===== config.mk =====
export PLATFORM = sky130hd
export DESIGN_NAME = ct_f_spsram_8192x32_arbctl
export DESIGN_NICKNAME = d
export VERILOG_FILES = /design/src/rtl/ct_f_spsram_8192x32_arbctl.sv
export SDC_FILE = /design/constraint.sdc
export NUM_CORES = 1
export LEC_CHECK = 0
export BUFFER_PORTS_ARGS = -buffer_cell sky130_fd_sc_hd__buf_2
export CELL_PAD_IN_SITES_DETAIL_PLACEMENT = 1
export CELL_PAD_IN_SITES_GLOBAL_PLACEMENT = 2
export CORE_AREA = 5 5 121 123
export CTS_CLUSTER_DIAMETER = 100
export DETAILED_ROUTE_END_ITERATION = 8
export DIE_AREA = 0 0 126 128
export GPL_ROUTABILITY_DRIVEN = 0
export PLACE_DENSITY_LB_ADDON = 0.1
export REMOVE_ABC_BUFFERS = 1
export SYNTH_ARGS = -nofsm -noshare
export SYNTH_HDL_FRONTEND = slang
export SYNTH_SLANG_ARGS = --single-unit

===== constraint.sdc =====
create_clock -name CLK -period 5.3 [get_ports CLK]
set_input_delay 1.06 -clock CLK [delete_from_list [all_inputs] [get_ports CLK]]
set_output_delay 1.06 -clock CLK [all_outputs]
set_load 0.02 [all_outputs]

===== src/rtl/ct_f_spsram_8192x32_arbctl.sv =====
// Two-port round-robin arbiter and clear sequencer in front of a single
// ct_f_spsram_8192x32 macro. Converts active-high requests into the macro's
// active-low CEN/GWEN/WEN controls; read data returns one cycle after grant.
module ct_f_spsram_8192x32_arbctl #(
  parameter int                    ADDR_WIDTH = 13,
  parameter int                    DATA_WIDTH = 32,
  parameter bit                    CLR_EN     = 1'b1,
  parameter logic [DATA_WIDTH-1:0] CLR_VAL    = 32'h0000_0000
) (
  input  logic                  CLK,
  input  logic                  RST,
  input  logic                  p0_vld,
  input  logic                  p0_wr,
  input  logic [ADDR_WIDTH-1:0] p0_addr,
  input  logic [DATA_WIDTH-1:0] p0_wdata,
  input  logic [3:0]            p0_be,
  output logic                  p0_rdy,
  output logic                  p0_rsp_vld,
  input  logic                  p1_vld,
  input  logic                  p1_wr,
  input  logic [ADDR_WIDTH-1:0] p1_addr,
  input  logic [DATA_WIDTH-1:0] p1_wdata,
  input  logic [3:0]            p1_be,
  output logic                  p1_rdy,
  output logic                  p1_rsp_vld,
  output logic [DATA_WIDTH-1:0] rsp_data,
  input  logic                  clr_req,
  output logic                  clr_busy,
  output logic                  clr_done,
  output logic [ADDR_WIDTH-1:0] ram_a,
  output logic                  ram_cen,
  output logic                  ram_gwen,
  output logic [DATA_WIDTH-1:0] ram_wen,
  output logic [DATA_WIDTH-1:0] ram_d,
  input  logic [DATA_WIDTH-1:0] ram_q
);

  typedef enum logic {
    ST_CLR = 1'b0,
    ST_RUN = 1'b1
  } state_t;

  localparam state_t                RST_STATE = CLR_EN ? ST_CLR : ST_RUN;
  localparam logic [ADDR_WIDTH-1:0] CNT_MAX   = {ADDR_WIDTH{1'b1}};
  localparam logic [ADDR_WIDTH-1:0] CNT_ONE   = {{(ADDR_WIDTH-1){1'b0}}, 1'b1};

  state_t                state_r;
  logic [ADDR_WIDTH-1:0] clr_cnt_r;
  logic                  rr_ptr_r;
  logic                  clr_done_r;
  logic                  p0_rsp_vld_r;
  logic                  p1_rsp_vld_r;

  logic                  p0_grant_s;
  logic                  p1_grant_s;

  // Active-low per-bit write mask: a write enables the lanes whose be bit is
  // set; a read leaves every lane masked.
  function automatic logic [DATA_WIDTH-1:0] be_to_wen(input logic wr, input logic [3:0] be);
    logic [DATA_WIDTH-1:0] wen;
    wen = {DATA_WIDTH{1'b1}};
    for (int k = 0; k < 4; k++) begin
      if (wr) begin
        wen[k*8 +: 8] = {8{~be[k]}};
      end else begin
        wen[k*8 +: 8] = 8'hFF;
      end
    end
    return wen;
  endfunction

  // Grant decision: clear (pending or running) blocks both ports, otherwise
  // round-robin between simultaneous requesters.
  always_comb begin
    p0_grant_s = 1'b0;
    p1_grant_s = 1'b0;
    if ((state_r == ST_RUN) && !clr_req) begin
      if (p0_vld && p1_vld) begin
        if (rr_ptr_r) begin
          p1_grant_s = 1'b1;
        end else begin
          p0_grant_s = 1'b1;
        end
      end else if (p0_vld) begin
        p0_grant_s = 1'b1;
      end else if (p1_vld) begin
        p1_grant_s = 1'b1;
      end else begin
        p0_grant_s = 1'b0;
        p1_grant_s = 1'b0;
      end
    end else begin
      p0_grant_s = 1'b0;
      p1_grant_s = 1'b0;
    end
  end

  // Macro control mux: clear writes, granted port access, or idle.
  always_comb begin
    ram_cen  = 1'b1;
    ram_gwen = 1'b1;
    ram_wen  = {DATA_WIDTH{1'b1}};
    ram_a    = {ADDR_WIDTH{1'b0}};
    ram_d    = {DATA_WIDTH{1'b0}};
    case (state_r)
      ST_CLR: begin
        ram_cen  = 1'b0;
        ram_gwen = 1'b0;
        ram_wen  = {DATA_WIDTH{1'b0}};
        ram_a    = clr_cnt_r;
        ram_d    = CLR_VAL;
      end
      ST_RUN: begin
        if (p0_grant_s) begin
          ram_cen  = 1'b0;
          ram_gwen = ~p0_wr;
          ram_wen  = be_to_wen(p0_wr, p0_be);
          ram_a    = p0_addr;
          ram_d    = p0_wdata;
        end else if (p1_grant_s) begin
          ram_cen  = 1'b0;
          ram_gwen = ~p1_wr;
          ram_wen  = be_to_wen(p1_wr, p1_be);
          ram_a    = p1_addr;
          ram_d    = p1_wdata;
        end else begin
          ram_cen  = 1'b1;
          ram_gwen = 1'b1;
        end
      end
      default: begin
        ram_cen  = 1'b1;
        ram_gwen = 1'b1;
      end
    endcase
  end

  // FSM, clear counter, round-robin pointer and registered response strobes.
  always_ff @(posedge CLK or posedge RST) begin
    if (RST) begin
      state_r      <= RST_STATE;
      clr_cnt_r    <= {ADDR_WIDTH{1'b0}};
      rr_ptr_r     <= 1'b0;
      clr_done_r   <= 1'b0;
      p0_rsp_vld_r <= 1'b0;
      p1_rsp_vld_r <= 1'b0;
    end else begin
      clr_done_r   <= 1'b0;
      p0_rsp_vld_r <= p0_grant_s & ~p0_wr;
      p1_rsp_vld_r <= p1_grant_s & ~p1_wr;
      if (p0_grant_s) begin
        rr_ptr_r <= 1'b1;
      end else if (p1_grant_s) begin
        rr_ptr_r <= 1'b0;
      end else begin
        rr_ptr_r <= rr_ptr_r;
      end
      case (state_r)
        ST_CLR: begin
          if (clr_cnt_r == CNT_MAX) begin
            state_r    <= ST_RUN;
            clr_cnt_r  <= {ADDR_WIDTH{1'b0}};
            clr_done_r <= 1'b1;
          end else begin
            clr_cnt_r  <= clr_cnt_r + CNT_ONE;
          end
        end
        ST_RUN: begin
          if (clr_req) begin
            state_r <= ST_CLR;
          end else begin
            state_r <= ST_RUN;
          end
        end
        default: begin
          state_r   <= RST_STATE;
          clr_cnt_r <= {ADDR_WIDTH{1'b0}};
        end
      endcase
    end
  end

  assign p0_rdy     = p0_grant_s;
  assign p1_rdy     = p1_grant_s;
  assign p0_rsp_vld = p0_rsp_vld_r;
  assign p1_rsp_vld = p1_rsp_vld_r;
  assign clr_done   = clr_done_r;
  assign clr_busy   = (state_r == ST_CLR);
  assign rsp_data   = ram_q;

endmodule


==> run summary, run 1 <==
Number of cells after detailed placement = 524
DR WL/cell = 19.19 µm
Number of antenna repair diodes = 0
Count of nets left with antenna violations after detail routing = 0
Most common cell after layout, fill and taps aside = buf_2
Highest-count cells in the layout ignoring fill and taps = 189 x buf_2, 32 x a22o_1, 18 x dfrtp_1, 14 x inv_1, 13 x o21ai_0
Fraction of layout cells with a size suffix above 1 = 58.91%
Number of nets in the layout = 487
Static power due to leakage = 1.479 nW
Number of hold violations in the final report = 0
Maximum vdd drop = 89.95 µV
Final cell utilization of the core = 19.87%
Critical hold path startpoint = clr_cnt_r[12]
Max-capacitance violation count = 0
Vertical die dimension = 128 µm
Final period demand of the worst path = 4.233 ns
Quantity of gates resized following cts = 0
RSZ-0062 raised after global routing = no
Initial antenna violation count = 0
Power per unit of standard cell area = 130.3 nW/µm²
FP Rows = 43
Max-slew violation count = 0
Worst Skew = 0.002646 ns
Outcome = finished, final reports clean
Layout-stage area growth over the synthesis result = 36.87%
Via count normalized by instance count = 4.063
Kind of path behind the tightest hold check = flip-flop to flip-flop
Register-to-register setup slack = 3.00 ns
Mapped Cells = 227
Clock tree from TritonCTS = built
Wire length after detailed routing = 10.13 mm
Cells taking the most area after synthesis = buf_4 26%, dfrtp_1 23%, a22o_1 14%
Postcts setup bufs = 0
Internal cell power = 0.2795 mW
Proportion of power drawn by the clock network = 48.9%
Cts bufs inserted = 3
Final standard cell count with taps included and fillers excluded = 528
Area of the mapped netlist = 1968 µm²
Switching Power = 0.07150 mW
Worst EP required = 4.24 ns
Clock insertion delay at the later pin of the skew report = 0.25 ns
Fraction of the cycle the final worst path needs = 79.86%
HPWL after detailed placement = 8.395 mm
Full die area = 16,130 µm²
Most used flip-flop cell after synthesis = dfrtp_1
Cell variety after synth = 41
Worst Setup Path Type = input port to output pin
Slowest cell delay on critical path = 0.73 ns
Startpoint type of the worst setup path = input port
Number of enable-type register cells in the synthesized netlist = 0
Number of DRC violations after detailed routing = 0
CP cell instances = buf_2 > nand2b_1 > and3_2 > and2_1 > a221oi_1 > buf_2
Core outline area = 13,560 µm²
CTS H-tree lvls = 1
Cell repeated most along the worst path = buf_2
Maximum count of clock buffers along a single path = 2
Total global-route track usage = 11.83%
Largest net degree at the start of global routing = 49
Actual slew at the worst max-slew pin = 0.9944 ns
Via count of the first global-routing pass = 2,272
Fraction of power spent switching nets = 20.37%
Synth async-reset ratio = 100.0%
Flop pwr share = 39.2%
DIE WIDTH = 126 µm
Sink of the worst hold path = clr_cnt_r[12]
Standard cell with the maximum stage delay on the critical path = a221oi_1
Arrival time of data at the critical path endpoint = 3.17 ns
Total congestion overflow = 0
Wire length of the first global-routing pass = 14.48 mm
Clock sinks = 18
Count of cells along the worst register-to-register path = 3
Portion of synthesized cell area occupied by the leading cell type = 25.94%
Flop and latch count out of synthesis = 18
Nature of the critical path endpoint = output pin
Mapped Avg Cell Area = 8.670 µm²
Cell depth of the worst hold path = 1
Yosys top cell by area = buf_4
Share of power burned in combinational logic = 12.0%
Initial standard-cell utilization of the core = 14.52%
Count of warnings emitted by yosys = 0
Max_slew headroom = 33.71%
Via count = 2,145
Count of input and output buffers = 189
Clock-pin slew on the worst setup and hold paths = 0.06 ns
Initial DRC Count = 48
Maximum frequency from static timing analysis = 0.2363 GHz
Total setup violations reported at the end of the flow = 0
Count of TritonRoute iterations in the first routing pass = 4
I/O Pins = 254
Beginning of the worst register-to-register path = state_r
Post-synthesis sequential area ratio = 22.89%
Worst reg2reg path endpoint = p1_rsp_vld
Maximum fanout along the worst path = 48
CTS hold repair buffers = 0
Clock Tree Root = clkbuf_16
==> power by group through the flow <==
stage | logic [mW] | registers (mW) | clock network (mW)
after detailed placement | 0.0426 | 0.140 | 0
after global routing | 0.0478 | 0.137 | 0.184
final | 0.0419 | 0.137 | 0.172
after floorplan | 0.00289 | 0.140 | 0
after global placement | 0.0420 | 0.140 | 0
after CTS | 0.0428 | 0.137 | 0.177
==> how the worst max path moves through the flow <==
stage	startpoint	to	depth (start not counted)
after global placement	p0_vld	ram_wen[19]	6
after detailed placement	p0_vld	ram_wen[10]	6
after global routing	state_r	ram_wen[14]	5
after CTS	state_r	ram_wen[10]	5
final	p0_vld	ram_wen[10]	6
after floorplan	p0_vld	ram_wen[0]	4
==> worst max-delay path: cells and delay by family <==
| kind | cells | cell delay [ns] |
|---|---|---|
| buf+inv | 2 | 0.41 |
| simple gates | 3 | 0.96 |
| compound gates | 1 | 0.73 |
==> flip-flops by register name (all words and copies together), names as in the netlist <==
signal / flops
rr_ptr_r: 1
p0_rsp_vld: 1
state_r: 1
clr_done: 1
clr_cnt_r: 13
p1_rsp_vld: 1
==> area by class of cell <==
class,count,area [µm²]
Tap cell,180,225.2
Multi-Input combinational cell,123,930.9
Sequential cell,18,450.4
Fill cell,1690,10860
Timing Repair Buffer,189,945.9
Inverter,14,52.55
Clock buffer,4,88.84
==> stage by stage <==
stage	setup TNS, ns	area (µm²)	hold slack, ns	worst slack, ns	power, mW
after CTS	0	2694	0.4753	0.9698	0.3576
after global placement	0	2605	0.4615	1.074	0.1819
after global routing	0	2694	0.5093	0.7642	0.3690
after floorplan	-48.15	1433	0.4454	-1.505	0.1428
after detailed placement	0	2605	0.4628	1.001	0.1825
final	0	2694	0.4702	1.067	0.3510
==> cells in the mapped netlist (2+ instances only) <==
master    count
xnor2_1       6
and3_4        2
nor2_1        7
o21ai_0      13
nand3_4       2
nand2b_1      2
nand3_1       6
inv_1        14
a22o_1       32
o211ai_1      3
a221oi_1      4
xor2_1        2
a21oi_1       2
and3_1        2
buf_4        68
nor3_1        2
nor2b_2       2
nor2b_1       2
a22oi_1      12
buf_2         2
dfrtp_1      18
and2_1        2
nand2_1       4
==> kinds of logic after synthesis <==
family / count (synthesis) / synth area share (%)
flops: 18 / 22.89
compound gates: 70 / 27.08
xor+xnor: 8 / 3.560
mux: 1 / 0.5086
fa+ha+maj: 1 / 0.6356
buf+inv: 86 / 29.88
simple gates: 43 / 15.45
==> metal layers <==
| metal | track usage [%] | up-vias | part of all wire (%) |
|---|---|---|---|
| met5 | 4.334 | - | 0.90 |
| met3 | 8.708 | 6 | 17 |
| met2 | 18.31 | 161 | 43 |
| li1 | - | 996 | - |
| met1 | 13.16 | 978 | 38 |
| met4 | 1.703 | 4 | 0.45 |
Note: power is estimated with default switching activity, not from simulation.
==> run 2, diff against run 1 <==
Settings changed: CORE_AREA 5 5 121 123 to 5 5 130 132, DIE_AREA 0 0 126 128 to 0 0 135 137.
Clock period 5.3 ns to 3.8 ns, I/O delays scaled along.
==> run summary, run 2 (synthesized netlist as in run 1, its figures left out) <==
DR WL/cell = 17.60 µm (-8.3%)
Maximum fanout along the worst path = 8 (-83%)
Fraction of the cycle the final worst path needs = 83.50%
Via count normalized by instance count = 3.751 (-7.7%)
Highest-count cells in the layout ignoring fill and taps = 189 x buf_2, 32 x a22o_1, 18 x dfrtp_1, 14 x inv_1, 13 x o21ai_0
Quantity of gates resized following cts = 0 (unchanged)
Nature of the critical path endpoint = output pin
GRT met2 Usage = 16.79% (-1.5 points)
Maximum vdd drop = 134.5 µV (+50%)
Count of nets left with antenna violations after detail routing = 0 (unchanged)
Slowest cell delay on critical path = 0.78 ns (+0.05 ns)
Max-capacitance violation count = 0 (unchanged)
Worst Skew = 0.006970 ns (+0.004325 ns)
Cts bufs inserted = 3 (unchanged)
Clock Tree Root = clkbuf_16
Postcts setup bufs = 0 (unchanged)
CTS H-tree lvls = 1 (unchanged)
Largest net degree at the start of global routing = 48 (-2.0%)
Total global-route track usage = 10.08% (-1.7 points)
Actual slew at the worst max-slew pin = 0.9090 ns (-0.08540 ns)
Number of hold violations in the final report = 0 (unchanged)
Bufs and invs on worst path = 2 (unchanged)
Maximum count of clock buffers along a single path = 2 (unchanged)
Power per unit of standard cell area = 178.4 nW/µm² (+37%)
Wire length after detailed routing = 9.978 mm (-1.5%)
Cell class contributing the biggest share of worst-path delay = compound AO/OA/AOI/OAI gates
Most common cell after layout, fill and taps aside = buf_2
Number of DRC violations after detailed routing = 0 (unchanged)
Clock sinks = 18 (unchanged)
Count of TritonRoute iterations in the first routing pass = 4 (unchanged)
Most used routing layer in global routing = met2
Cell repeated most along the worst path = buf_2
Met3 demand-to-capacity share in global routing = 6.581% (-2.1 points)
Core outline area = 15,600 µm² (+15%)
Max-slew violation count = 0 (unchanged)
Clock tree from TritonCTS = built
HPWL after detailed placement = 8.455 mm (+0.72%)
Total negative slack = 0 ns (unchanged)
Fraction of layout cells with a size suffix above 1 = 59.26% (+0.35 points)
CP cell instances = buf_2 > nand2b_1 > and3_2 > and2_1 > a221oi_1 > buf_2
Fraction of met1 tracks used by global routing = 10.78% (-2.4 points)
Worst EP required = 3.04 ns (-1.20 ns)
Top reg by flops = clr_cnt_r
Layout-stage area growth over the synthesis result = 40.31%
Static power due to leakage = 1.496 nW (+1.1%)
Number of cells after detailed placement = 563 (+7.4%)
Full die area = 18,500 µm² (+15%)
Initial antenna violation count = 0 (unchanged)
Total setup violations reported at the end of the flow = 0 (unchanged)
Max_slew headroom = 39.40% (+5.7 points)
Startpoint type of the worst setup path = input port
RSZ-0062 raised after global routing = no
Final standard cell count with taps included and fillers excluded = 567 (+7.4%)
Dpl ws = 0.6030 ns (-0.3976 ns)
Number of flip-flops under the largest register name = 13 (unchanged)
FP Rows = 46 (+7.0%)
Vertical die dimension = 137 µm (+7.0%)
I/O Pins = 254 (unchanged)
Number of nets in the layout = 490 (+0.62%)
Via count = 2,127 (-0.84%)
Final period demand of the worst path = 3.173 ns
Standard cell with the maximum stage delay on the critical path = a221oi_1
Clock insertion delay at the later pin of the skew report = 0.25 ns (about the same)
Total congestion overflow = 0 (unchanged)
Worst setup margin = 0.6271 ns (-0.4401 ns)
Maximum frequency from static timing analysis = 0.3152 GHz
Outcome = finished, final reports clean
DIE WIDTH = 135 µm (+7.1%)
CTS hold repair buffers = 0 (unchanged)
Via count of the first global-routing pass = 2,210 (-2.7%)
Wire length of the first global-routing pass = 14.30 mm (-1.2%)
Count of input and output buffers = 189 (unchanged)
Initial standard-cell utilization of the core = 12.62% (-1.9 points)
Initial DRC Count = 55 (+15%)
Arrival time of data at the critical path endpoint = 2.41 ns (-0.76 ns)
Worst Setup Path Type = input port to output pin
Kind of path behind the tightest hold check = flip-flop to flip-flop
Number of antenna repair diodes = 0 (unchanged)
Clock-pin slew on the worst setup and hold paths = 0.06 ns (about the same)
run 2: cell count changes in the layout (fill, tap and decap cells not counted), sizes merged:
cell and delta:
buf +3
run 2: final timing paths:
check / start / end / slack, ns / depth (start not counted)
max in group asynchronous: RST / p1_rsp_vld / 2.70 / 2
min in group asynchronous: RST / clr_cnt_r[12] / 0.63 / 2
worst min register to register: clr_cnt_r[12] / clr_cnt_r[12] / 0.48 / 1
worst max register to register: clr_cnt_r[1] / clr_cnt_r[0] / 2.24 / 5
worst max-delay path: p0_vld / ram_wen[3] / 0.63 / 6
worst min-delay path: clr_cnt_r[12] / clr_cnt_r[12] / 0.48 / 1
run 2: area by class of cell:
cell class / count / area, µm²
Inverter: 14 / 52.55
Tap cell: 216 / 270.3
Fill cell: 1910 / 12840
Sequential cell: 18 / 450.4
Clock buffer: 4 / 88.84
Timing Repair Buffer: 192 / 968.4
Multi-Input combinational cell: 123 / 930.9
run 2: worst register-to-register path: stages (launching register included):
cell and delay (ns):
dfrtp_1 0.49, ha_1 0.22, nor2b_2 0.21, nand2_4 0.09, nor3_4 0.32, nor3_1 0.10
run 2: where the power goes:
part | switching, mW | internal [mW] | total, mW
Sequential | 0 | 0.192 | 0.192
Clock | 0.0815 | 0.161 | 0.242
Combinational | 0.0211 | 0.0378 | 0.0588
Total | 0.103 | 0.390 | 0.493
run 2: per-layer routing:
layer  vias to the layer above  share of wire, %
met1                       998                35
met3                         4                15
li1                       1005                 -
met4                         2              0.18
met5                         -               1.0
met2                       118                49
run 2: per-stage QoR:
step	hold slack [ns]	utilization [%]	total power, mW	area, µm²
2_1_floorplan	0.4454	-	0.1992	1433
3_3_place_gp	0.4644	17.13	0.2542	2673
3_5_place_dp	0.4658	17.13	0.2552	2673
4_1_cts	0.4787	17.70	0.5030	2761
5_1_grt	0.4990	17.70	0.5146	2761
6_report	0.4772	17.70	0.4926	2761
==> run 3, diff against run 2 <==
Settings changed: CORE_AREA 5 5 130 132 to 5 5 125 127, DIE_AREA 0 0 135 137 to 0 0 130 132.
Clock period 3.8 ns to 3.3 ns, I/O delays scaled along.
==> run summary, run 3 (synthesized netlist as in run 1, its figures left out) <==
Number of cells after detailed placement = 535 (-5.0%)
Core outline area = 14,310 µm² (-8.2%)
RSZ-0062 raised after global routing = no
Count of input and output buffers = 189 (unchanged)
Maximum frequency from static timing analysis = 0.3862 GHz
Wire length of the first global-routing pass = 14.58 mm (+1.9%)
Nature of the critical path endpoint = output pin
# fillers = 1,745 (-8.6%)
HPWL after detailed placement = 8.916 mm (+5.5%)
Number of flip-flops under the largest register name = 13 (unchanged)
Number of antenna repair diodes = 0 (unchanged)
Initial antenna violation count = 0 (unchanged)
Final period demand of the worst path = 2.589 ns
Clock-pin slew on the worst setup and hold paths = 0.05 ns (about the same)
Total congestion overflow = 0 (unchanged)
Largest net degree at the start of global routing = 48 (unchanged)
CTS hold repair buffers = 0 (unchanged)
Fraction of power spent switching nets = 20.51% (-0.31 points)
Maximum vdd drop = 138.3 µV (+2.8%)
Vertical die dimension = 132 µm (-3.6%)
Cts bufs inserted = 3 (unchanged)
Maximum count of clock buffers along a single path = 2 (unchanged)
Highest-count cells in the layout ignoring fill and taps = 189 x buf_2, 32 x a22o_1, 18 x dfrtp_1, 14 x inv_1, 13 x o21ai_0
Internal cell power = 0.4240 mW (+8.7%)
Final cell utilization of the core = 19.30% (+1.6 points)
DIE WIDTH = 130 µm (-3.7%)
Worst EP required = 2.64 ns (-0.40 ns)
Most common cell after layout, fill and taps aside = buf_2
Clock tree from TritonCTS = built
Via count = 2,128 (+0.047%)
Max_slew headroom = 48.74% (+9.3 points)
Placement-stage cell area = 2688 µm² (+0.56%)
Wire length after detailed routing = 10.43 mm (+4.6%)
Arrival time of data at the critical path endpoint = 1.93 ns (-0.48 ns)
Postcts setup bufs = 0 (unchanged)
Max-slew violation count = 0 (unchanged)
Via count normalized by instance count = 3.955 (+5.4%)
Initial DRC Count = 85 (+55%)
Clock insertion delay at the later pin of the skew report = 0.25 ns (about the same)
DR WL/cell = 19.39 µm (+10%)
Clock sinks = 18 (unchanged)
CTS H-tree lvls = 1 (unchanged)
Fraction of layout cells with a size suffix above 1 = 59.60% (+0.35 points)
Max-capacitance violation count = 0 (unchanged)
Total setup violations reported at the end of the flow = 0 (unchanged)
Number of DRC violations after detailed routing = 0 (unchanged)
Worst Setup Path Type = input port to output pin
Clock Tree Root = clkbuf_16
Layout-stage area growth over the synthesis result = 40.37% (about the same)
Maximum fanout along the worst path = 8 (unchanged)
Startpoint type of the worst setup path = input port
Fraction of the cycle the final worst path needs = 78.46%
Count of TritonRoute iterations in the first routing pass = 4 (unchanged)
Worst Skew = 0.002372 ns (-0.004599 ns)
Proportion of power drawn by the clock network = 45.9% (-3.2 points)
I/O Pins = 254 (unchanged)
Quantity of gates resized following cts = 0 (unchanged)
Area taken by multi-input logic gates = 930.9 µm² (unchanged)
Via count of the first global-routing pass = 2,228 (+0.81%)
Initial standard-cell utilization of the core = 13.75% (+1.1 points)
Actual slew at the worst max-slew pin = 0.7681 ns (-0.1410 ns)
Count of nets left with antenna violations after detail routing = 0 (unchanged)
FP Rows = 44 (-4.3%)
Full die area = 17,160 µm² (-7.2%)
Outcome = finished, final reports clean
Total global-route track usage = 11.36% (+1.3 points)
Number of hold violations in the final report = 0 (unchanged)
FF/Latch Area = 450.4 µm² (unchanged)
Kind of path behind the tightest hold check = flip-flop to flip-flop
Switching Power = 0.1094 mW (+6.7%)
Power per unit of standard cell area = 193.1 nW/µm² (+8.2%)
Summed area of non-filler cells in the final layout = 2763 µm² (about the same)
Number of nets in the layout = 494 (+0.82%)
Share of power burned in combinational logic = 12.7% (+0.8 points)
Static power due to leakage = 1.516 nW (+1.3%)
Final standard cell count with taps included and fillers excluded = 538 (-5.1%)
Top reg by flops = clr_cnt_r
Flop pwr share = 41.4% (+2.5 points)
==> run 3: worst paths after layout <==
path | from | end | slack [ns] | cells past startpoint
worst min register to register | clr_cnt_r[12] | clr_cnt_r[12] | 0.47 | 1
min in group asynchronous | RST | clr_done | 0.54 | 2
worst max register to register | clr_cnt_r[1] | state_r | 1.73 | 5
worst min-delay path | clr_cnt_r[12] | clr_cnt_r[12] | 0.47 | 1
worst max-delay path | p0_vld | ram_wen[22] | 0.71 | 7
max in group asynchronous | RST | p1_rsp_vld | 2.28 | 2
==> run 3: area by class of cell <==
cell class,count,area share (%)
multi-input cells,123,33.70
inverters,14,1.902
flip-flops and latches,18,16.30
repair buffers,196,37.05
well taps,184,8.333
clock buffers,3,2.717
==> run 3: metrics by stage <==
stage	power, mW	worst slack, ns	setup TNS (ns)	hold slack [ns]
floorplan	0.2294	-2.705	-86.55	0.4454
global placement	0.2921	0.7292	0	0.4630
detailed placement	0.2941	0.6972	0	0.4686
CTS	0.5491	0.6969	0	0.4767
global route	0.5650	0.6391	0	0.5052
finish	0.5334	0.7107	0	0.4696
==> run 3: worst max-delay path: stages <==
cell and delay [ns]:
buf_2 0.11, nand2b_1 0.05, and3_2 0.23, and2_1 0.21, a221oi_1 0.28, buf_4 0.21
buf_2 0.17
==> run 3: layer usage <==
metal | track usage, % | part of all wire (%) | wire length [µm] | vias to the layer above
met5 | 4.706 | 0.98 | 102 | -
met4 | 1.790 | 0.67 | 70 | 2
met3 | 7.901 | 16 | 1642 | 8
met2 | 17.65 | 46 | 4782 | 112
met1 | 12.69 | 37 | 3835 | 994
li1 | - | - | - | 1012
==> run 3: power by group through the flow <==
stage	Clock, mW	Sequential (mW)	Combinational [mW]
final	0.245	0.221	0.0677
after global routing	0.268	0.221	0.0763
after detailed placement	0	0.225	0.0693
after global placement	0	0.225	0.0674
after floorplan	0	0.225	0.00464
after CTS	0.259	0.221	0.0696
